File: src/rtl/score_scan_if.sv
// Bundle between the game controller (master) and the Pong score keeper / digit scanner (slave).
interface score_scan_if;
  // point_p1/point_p2 are level requests: a point counts once per low-to-high transition,
  // and the input must be low for at least one cycle before it can count again. clear is a
  // single-cycle strobe. All outputs are registered and change only on clock edges.
  logic       point_p1;
  logic       point_p2;
  logic       clear;
  logic [3:0] p1_tens;
  logic [3:0] p1_units;
  logic [3:0] p2_tens;
  logic [3:0] p2_units;
  logic [1:0] sel;
  logic [3:0] an;
  logic       game_over;
  logic [1:0] winner;

  modport master (
    output point_p1, point_p2, clear,
    input  p1_tens, p1_units, p2_tens, p2_units, sel, an, game_over, winner
  );

  modport slave (
    input  point_p1, point_p2, clear,
    output p1_tens, p1_units, p2_tens, p2_units, sel, an, game_over, winner
  );
endinterface

File: src/rtl/score_scan.sv
// Pong score keeper: two-digit BCD scores, win detection and the rotating digit
// select / active-low anode drive for the 4:1 seven-segment multiplexer.
module score_scan #(
  parameter int REFRESH_DIV = 50000,
  parameter int WIN_SCORE   = 10
) (
  input  logic         clk,
  input  logic         rst,
  score_scan_if.slave  bus
);

  localparam int            CW       = $clog2(REFRESH_DIV);
  localparam logic [CW-1:0] CNT_LAST = CW'(REFRESH_DIV - 1);
  localparam logic [7:0]    WIN_BCD  = {4'(WIN_SCORE / 10), 4'(WIN_SCORE % 10)};

  // The game FSM state is visible on the game_over output.
  typedef enum logic {
    ST_PLAY = 1'b0,
    ST_OVER = 1'b1
  } game_state_t;

  game_state_t   state, state_n;
  logic [1:0]    s1, s2, pulse;
  logic [7:0]    p1_q, p2_q, p1_n, p2_n;
  logic [1:0]    winner_q, winner_n;
  logic          hit1, hit2;
  logic [CW-1:0] cnt_q, cnt_n;
  logic [1:0]    sel_q, sel_n;
  logic [3:0]    an_q, an_n;

  function automatic logic [7:0] bcd_inc(input logic [7:0] v);
    logic [7:0] r;
    r = v;
    if (v == 8'h99)
      r = v;
    else if (v[3:0] == 4'd9)
      r = {v[7:4] + 4'd1, 4'd0};
    else
      r = {v[7:4], v[3:0] + 4'd1};
    return r;
  endfunction

  // Bit 0 tracks player 1, bit 1 tracks player 2.
  assign pulse = s1 & ~s2;

  always_ff @(posedge clk) begin
    if (rst) begin
      s1       <= '0;
      s2       <= '0;
      state    <= ST_PLAY;
      p1_q     <= '0;
      p2_q     <= '0;
      winner_q <= '0;
      cnt_q    <= '0;
      sel_q    <= '0;
      an_q     <= 4'b1111;
    end else begin
      s1       <= {bus.point_p2, bus.point_p1};
      s2       <= s1;
      state    <= state_n;
      p1_q     <= p1_n;
      p2_q     <= p2_n;
      winner_q <= winner_n;
      cnt_q    <= cnt_n;
      sel_q    <= sel_n;
      an_q     <= an_n;
    end
  end

  always_comb begin
    state_n  = state;
    p1_n     = p1_q;
    p2_n     = p2_q;
    winner_n = winner_q;
    hit1     = 1'b0;
    hit2     = 1'b0;
    // clear has priority, so a point arriving in the same cycle is dropped.
    if (bus.clear) begin
      state_n  = ST_PLAY;
      p1_n     = '0;
      p2_n     = '0;
      winner_n = '0;
    end else if (state == ST_PLAY) begin
      if (pulse[0]) p1_n = bcd_inc(p1_q);
      if (pulse[1]) p2_n = bcd_inc(p2_q);
      hit1 = (p1_n == WIN_BCD);
      hit2 = (p2_n == WIN_BCD);
      if (hit1 || hit2) begin
        state_n  = ST_OVER;
        winner_n = {hit2, hit1};
      end
    end
  end

  // an is computed from next-state sel and scores so it moves on the same edge as sel.
  always_comb begin
    cnt_n = cnt_q + CW'(1);
    sel_n = sel_q;
    an_n  = 4'b1111;
    if (cnt_q == CNT_LAST) begin
      cnt_n = '0;
      sel_n = sel_q + 2'd1;
    end
    case (sel_n)
      2'd0:    an_n = (p1_n[7:4] == 4'd0) ? 4'b1111 : 4'b0111;
      2'd1:    an_n = 4'b1011;
      2'd2:    an_n = (p2_n[7:4] == 4'd0) ? 4'b1111 : 4'b1101;
      default: an_n = 4'b1110;
    endcase
  end

  assign bus.p1_tens   = p1_q[7:4];
  assign bus.p1_units  = p1_q[3:0];
  assign bus.p2_tens   = p2_q[7:4];
  assign bus.p2_units  = p2_q[3:0];
  assign bus.sel       = sel_q;
  assign bus.an        = an_q;
  assign bus.game_over = (state == ST_OVER);
  assign bus.winner    = winner_q;

endmodule

File: src/flat_wrapper.sv
// flat-port wrapper written by rule: the top's interface ports become plain ports
module score_scan_flat 
#(
  parameter int REFRESH_DIV = 50000,
  parameter int WIN_SCORE   = 10
)
  (clk, rst, bus_point_p1, bus_point_p2, bus_clear, bus_p1_tens, bus_p1_units, bus_p2_tens, bus_p2_units, bus_sel, bus_an, bus_game_over, bus_winner);
  score_scan_if bus_i ();
  input  logic clk;
  input  logic rst;
  input wire logic [$bits(bus_i.point_p1)-1:0] bus_point_p1;
  input wire logic [$bits(bus_i.point_p2)-1:0] bus_point_p2;
  input wire logic [$bits(bus_i.clear)-1:0] bus_clear;
  output wire logic [$bits(bus_i.p1_tens)-1:0] bus_p1_tens;
  output wire logic [$bits(bus_i.p1_units)-1:0] bus_p1_units;
  output wire logic [$bits(bus_i.p2_tens)-1:0] bus_p2_tens;
  output wire logic [$bits(bus_i.p2_units)-1:0] bus_p2_units;
  output wire logic [$bits(bus_i.sel)-1:0] bus_sel;
  output wire logic [$bits(bus_i.an)-1:0] bus_an;
  output wire logic [$bits(bus_i.game_over)-1:0] bus_game_over;
  output wire logic [$bits(bus_i.winner)-1:0] bus_winner;
  assign bus_i.point_p1 = bus_point_p1;
  assign bus_i.point_p2 = bus_point_p2;
  assign bus_i.clear = bus_clear;
  assign bus_p1_tens = bus_i.p1_tens;
  assign bus_p1_units = bus_i.p1_units;
  assign bus_p2_tens = bus_i.p2_tens;
  assign bus_p2_units = bus_i.p2_units;
  assign bus_sel = bus_i.sel;
  assign bus_an = bus_i.an;
  assign bus_game_over = bus_i.game_over;
  assign bus_winner = bus_i.winner;
  score_scan #(.REFRESH_DIV(REFRESH_DIV), .WIN_SCORE(WIN_SCORE)) u_core (.clk(clk), .rst(rst), .bus(bus_i));
endmodule
File: config.mk
export PLATFORM = sky130hd
export DESIGN_NAME = score_scan_flat
export DESIGN_NICKNAME = d
export VERILOG_FILES = /design/src/rtl/score_scan_if.sv /design/src/rtl/score_scan.sv /design/src/flat_wrapper.sv
export SDC_FILE = /design/constraint.sdc
export NUM_CORES = 1
export LEC_CHECK = 0
export ABC_AREA = 1
export BUFFER_PORTS_ARGS = -buffer_cell sky130_fd_sc_hd__buf_2
export CAP_MARGIN = 20
export CORE_ASPECT_RATIO = 0.7
export CORE_UTILIZATION = 39
export DETAILED_ROUTE_END_ITERATION = 10
export HOLD_SLACK_MARGIN = 0.02
export PLACE_DENSITY = 0.64
export SYNTH_ARGS = -nofsm -noshare
export SYNTH_HDL_FRONTEND = slang
export SYNTH_SLANG_ARGS = --single-unit
File: constraint.sdc
create_clock -name clk -period 2.4 [get_ports clk]
set_input_delay 0.36 -clock clk [delete_from_list [all_inputs] [get_ports clk]]
set_output_delay 0.36 -clock clk [all_outputs]
set_load 0.005 [all_outputs]
==> impl_metrics.ini <==
[outcome]
status = finished with violations
violations = DRC

[yosys]
async_flop_share = 0
ys_seq_area_frac = 0.360
yosys_warnings = 0
synth_edf_count = 0
synth-main-ff-cell = dfxtp_1
postSynthCellCount = 357
avgSynthCellArea_sq_um = 7.01
synth-seq-cells = 45
synth_area_sq_mm = 0.00250
yosysUniqueCellTypes = 35
syn_nets = 372

[timing]
finalSetupViolCount = 0
maxSlewHeadroom = 0.663
hold_violations = 0
fin_crit_sh = 0.911
tns_ps = 0
timing.fmax_ghz = 0.457
fin_worst_skew_ps = 3.71
rsz0062_at_grt = no
drv_slew = 0
tightest_slew_ps = 504
fin_crit_ps = 2190

[worst_setup_path]
cp_top_family = simple AND/OR/NAND/NOR gates
max_stage_delay_ps = 330
crit_type = reg2reg
path_cells = ha_1, nand2_1, nor2_1, nand2_1, nor2_1, or2_2, nand2_1, inv_1, ha_1, or2_2, nor3_1, nand2_1
worstPathMaxFanout = 4
start_kind = flip-flop
cp_data_arrival_time_ps = 2380
cp_common_cell = nand2_1
end_kind = flip-flop
crit_slowest_cell = dfxtp_1
worstPathRequired_ps = 2590
critical_path_buf_inv_count = 1

[floorplan]
io_pins = 30
rows = 24
core-area_sq_mm = 0.00622
die_area_sq_mm = 0.00675
fp.dieW_um = 97.8
initial_core_util = 0.403
die_y_um = 69.0

[global_routing]
track_usage = 0.158
grt_pass1_wl_um = 8780
grt_max_degree = 20
grt_pass1_vias = 1925
antenna_found_initial = 0
grt_overflow_total = 0

[finish]
fin_area_sq_mm = 0.00282
area_growth_pct = 12.7
diodes = 0
drive_gt1_frac = 0.196
nets = 402

[clock_tree]
ctsHtreeMaxLevel = 2
hold_buffers = 0
cts_sinks = 45
clk_path_buf_depth = 2
clockRootBuffer = clkbuf_8
clkLatencyLatePin_ps = 290
cts_tree = done
cts_setup_buffers = 0
ctsResizeCount = 0
cts_buffers = 5
path_clk_slew_ps = 90

[placement]
dpl_cell_area_sq_mm = 0.00273
hpwl_um = 3920
portBuffers = 29
gp_congestion = 0.848

[power]
ir_drop_mv = 0.282
power_density_mw_per_mm2 = 467
power.leakage_nw = 1.38

[drt]
drcViolationCount = 3
drt-total-wl_um = 5070
via_count = 2176
first_pass_iters = 7
ant_nets = 0
vias_per_cell = 4.67
drt-wirelength-per-cell_um = 10.9
drt-initial-drc-count = 83

[worst_hold_path]
hold_path_class = in2reg

[job]
cap_violations = 0
[state kept, by name, summed over array words and instances (netlist names)]
signal,cells
u_core.s2,2
u_core.bus.winner,2
u_core.p2_q,8
u_core.bus.sel,2
u_core.bus.game_over,1
u_core.bus.an,4
u_core.cnt_q,16
u_core.p1_q,8
u_core.s1,2
[layout by cell type, fill, tap and decap left out, types with 3 or more instances in the layout]
cell	netlist	routed
nand4_1	8	8
inv_2	7	7
nor3_1	7	7
nand3_1	20	20
o21ai_0	11	11
nor2_2	6	6
a21oi_1	23	23
xor2_1	4	4
ha_1	10	10
dfxtp_1	45	45
buf_2	2	29
nand3_2	10	10
clkinv_1	3	3
inv_1	48	48
nor2_1	36	36
clkbuf_8	0	6
o211ai_1	5	5
o21ai_1	5	5
nand2_1	81	81
[stage by stage]
step | power, mW | setup WS, ps | util | hold slack [ps] | cells
finish | 1.32 | 214 | 0.454 | 265 | 466
detailed placement | 0.841 | 219 | 0.438 | 413 | 458
global route | 1.38 | 17.9 | 0.454 | 260 | 466
floorplan | 0.826 | 322 | - | 403 | 357
CTS | 1.34 | 206 | 0.454 | 257 | 466
global placement | 0.840 | 322 | 0.438 | 413 | 458
[Yosys cell counts (2+ instances only)]
cell type   n  share of area
a21oi_1    23          0.046
buf_2       2         0.0040
clkbuf_1    5         0.0075
clkinv_1    3         0.0045
dfxtp_1    45           0.36
ha_1       10          0.050
inv_1      48          0.072
inv_2       7          0.010
nand2_1    81           0.12
nand2_2     2         0.0050
nand2_4     2         0.0090
nand3_1    20          0.040
nand3_2    10          0.040
nand4_1     8          0.020
nor2_1     36          0.054
nor2_2      6          0.015
nor2_8      2          0.016
nor3_1      7          0.014
o211ai_1    5          0.015
o21ai_0    11          0.022
o21ai_1     5          0.010
or2_0       2         0.0050
or2_2       2         0.0050
xor2_1      4          0.014
[worst paths after layout]
path | endpoint | startpoint | slack, ps | cells past startpoint
setup / recovery | u_core.bus.an[1] | u_core.cnt_q[0] | 210 | 12
hold reg to reg | u_core.s2[1] | u_core.s1[1] | 420 | 2
setup reg to reg | u_core.bus.an[1] | u_core.cnt_q[0] | 210 | 12
hold / removal | u_core.s1[0] | bus_point_p1 | 270 | 3
[report_power, final]
group / total, mW / internal (mW) / leakage, nW / switching, mW
combinational: 0.0615 / 0.0188 / 0.961 / 0.0427
clock: 0.493 / 0.234 / 0.0512 / 0.260
sequential: 0.762 / 0.755 / 0.364 / 0.00732
[final cells by class]
type	count	area (sq um)
clock buffers	6	82.6
flip-flops and latches	45	901
well taps	78	97.6
multi-input cells	246	1350
clock inverters	2	13.8
repair buffers	31	160
fillers	659	3390
inverters	58	218
[tightest hold or removal path: stages]
cell and delay [ps]:
buf_2 70, inv_1 30, nor2_1 60
[layer usage]
metal / GRT usage / share of wire
met3: 0.0385 / 0.038
met2: 0.227 / 0.39
met4: 0.0303 / 0.0047
met1: 0.237 / 0.57
met5: 0 / 0
[cells by family after synthesis]
kind of cell	share of synthesized area
simple gates	0.368
buf+inv	0.101
compound gates	0.103
flops	0.360
fa+ha+maj	0.0500
xor+xnor	0.0175
(Power assumes the default switching activity.)
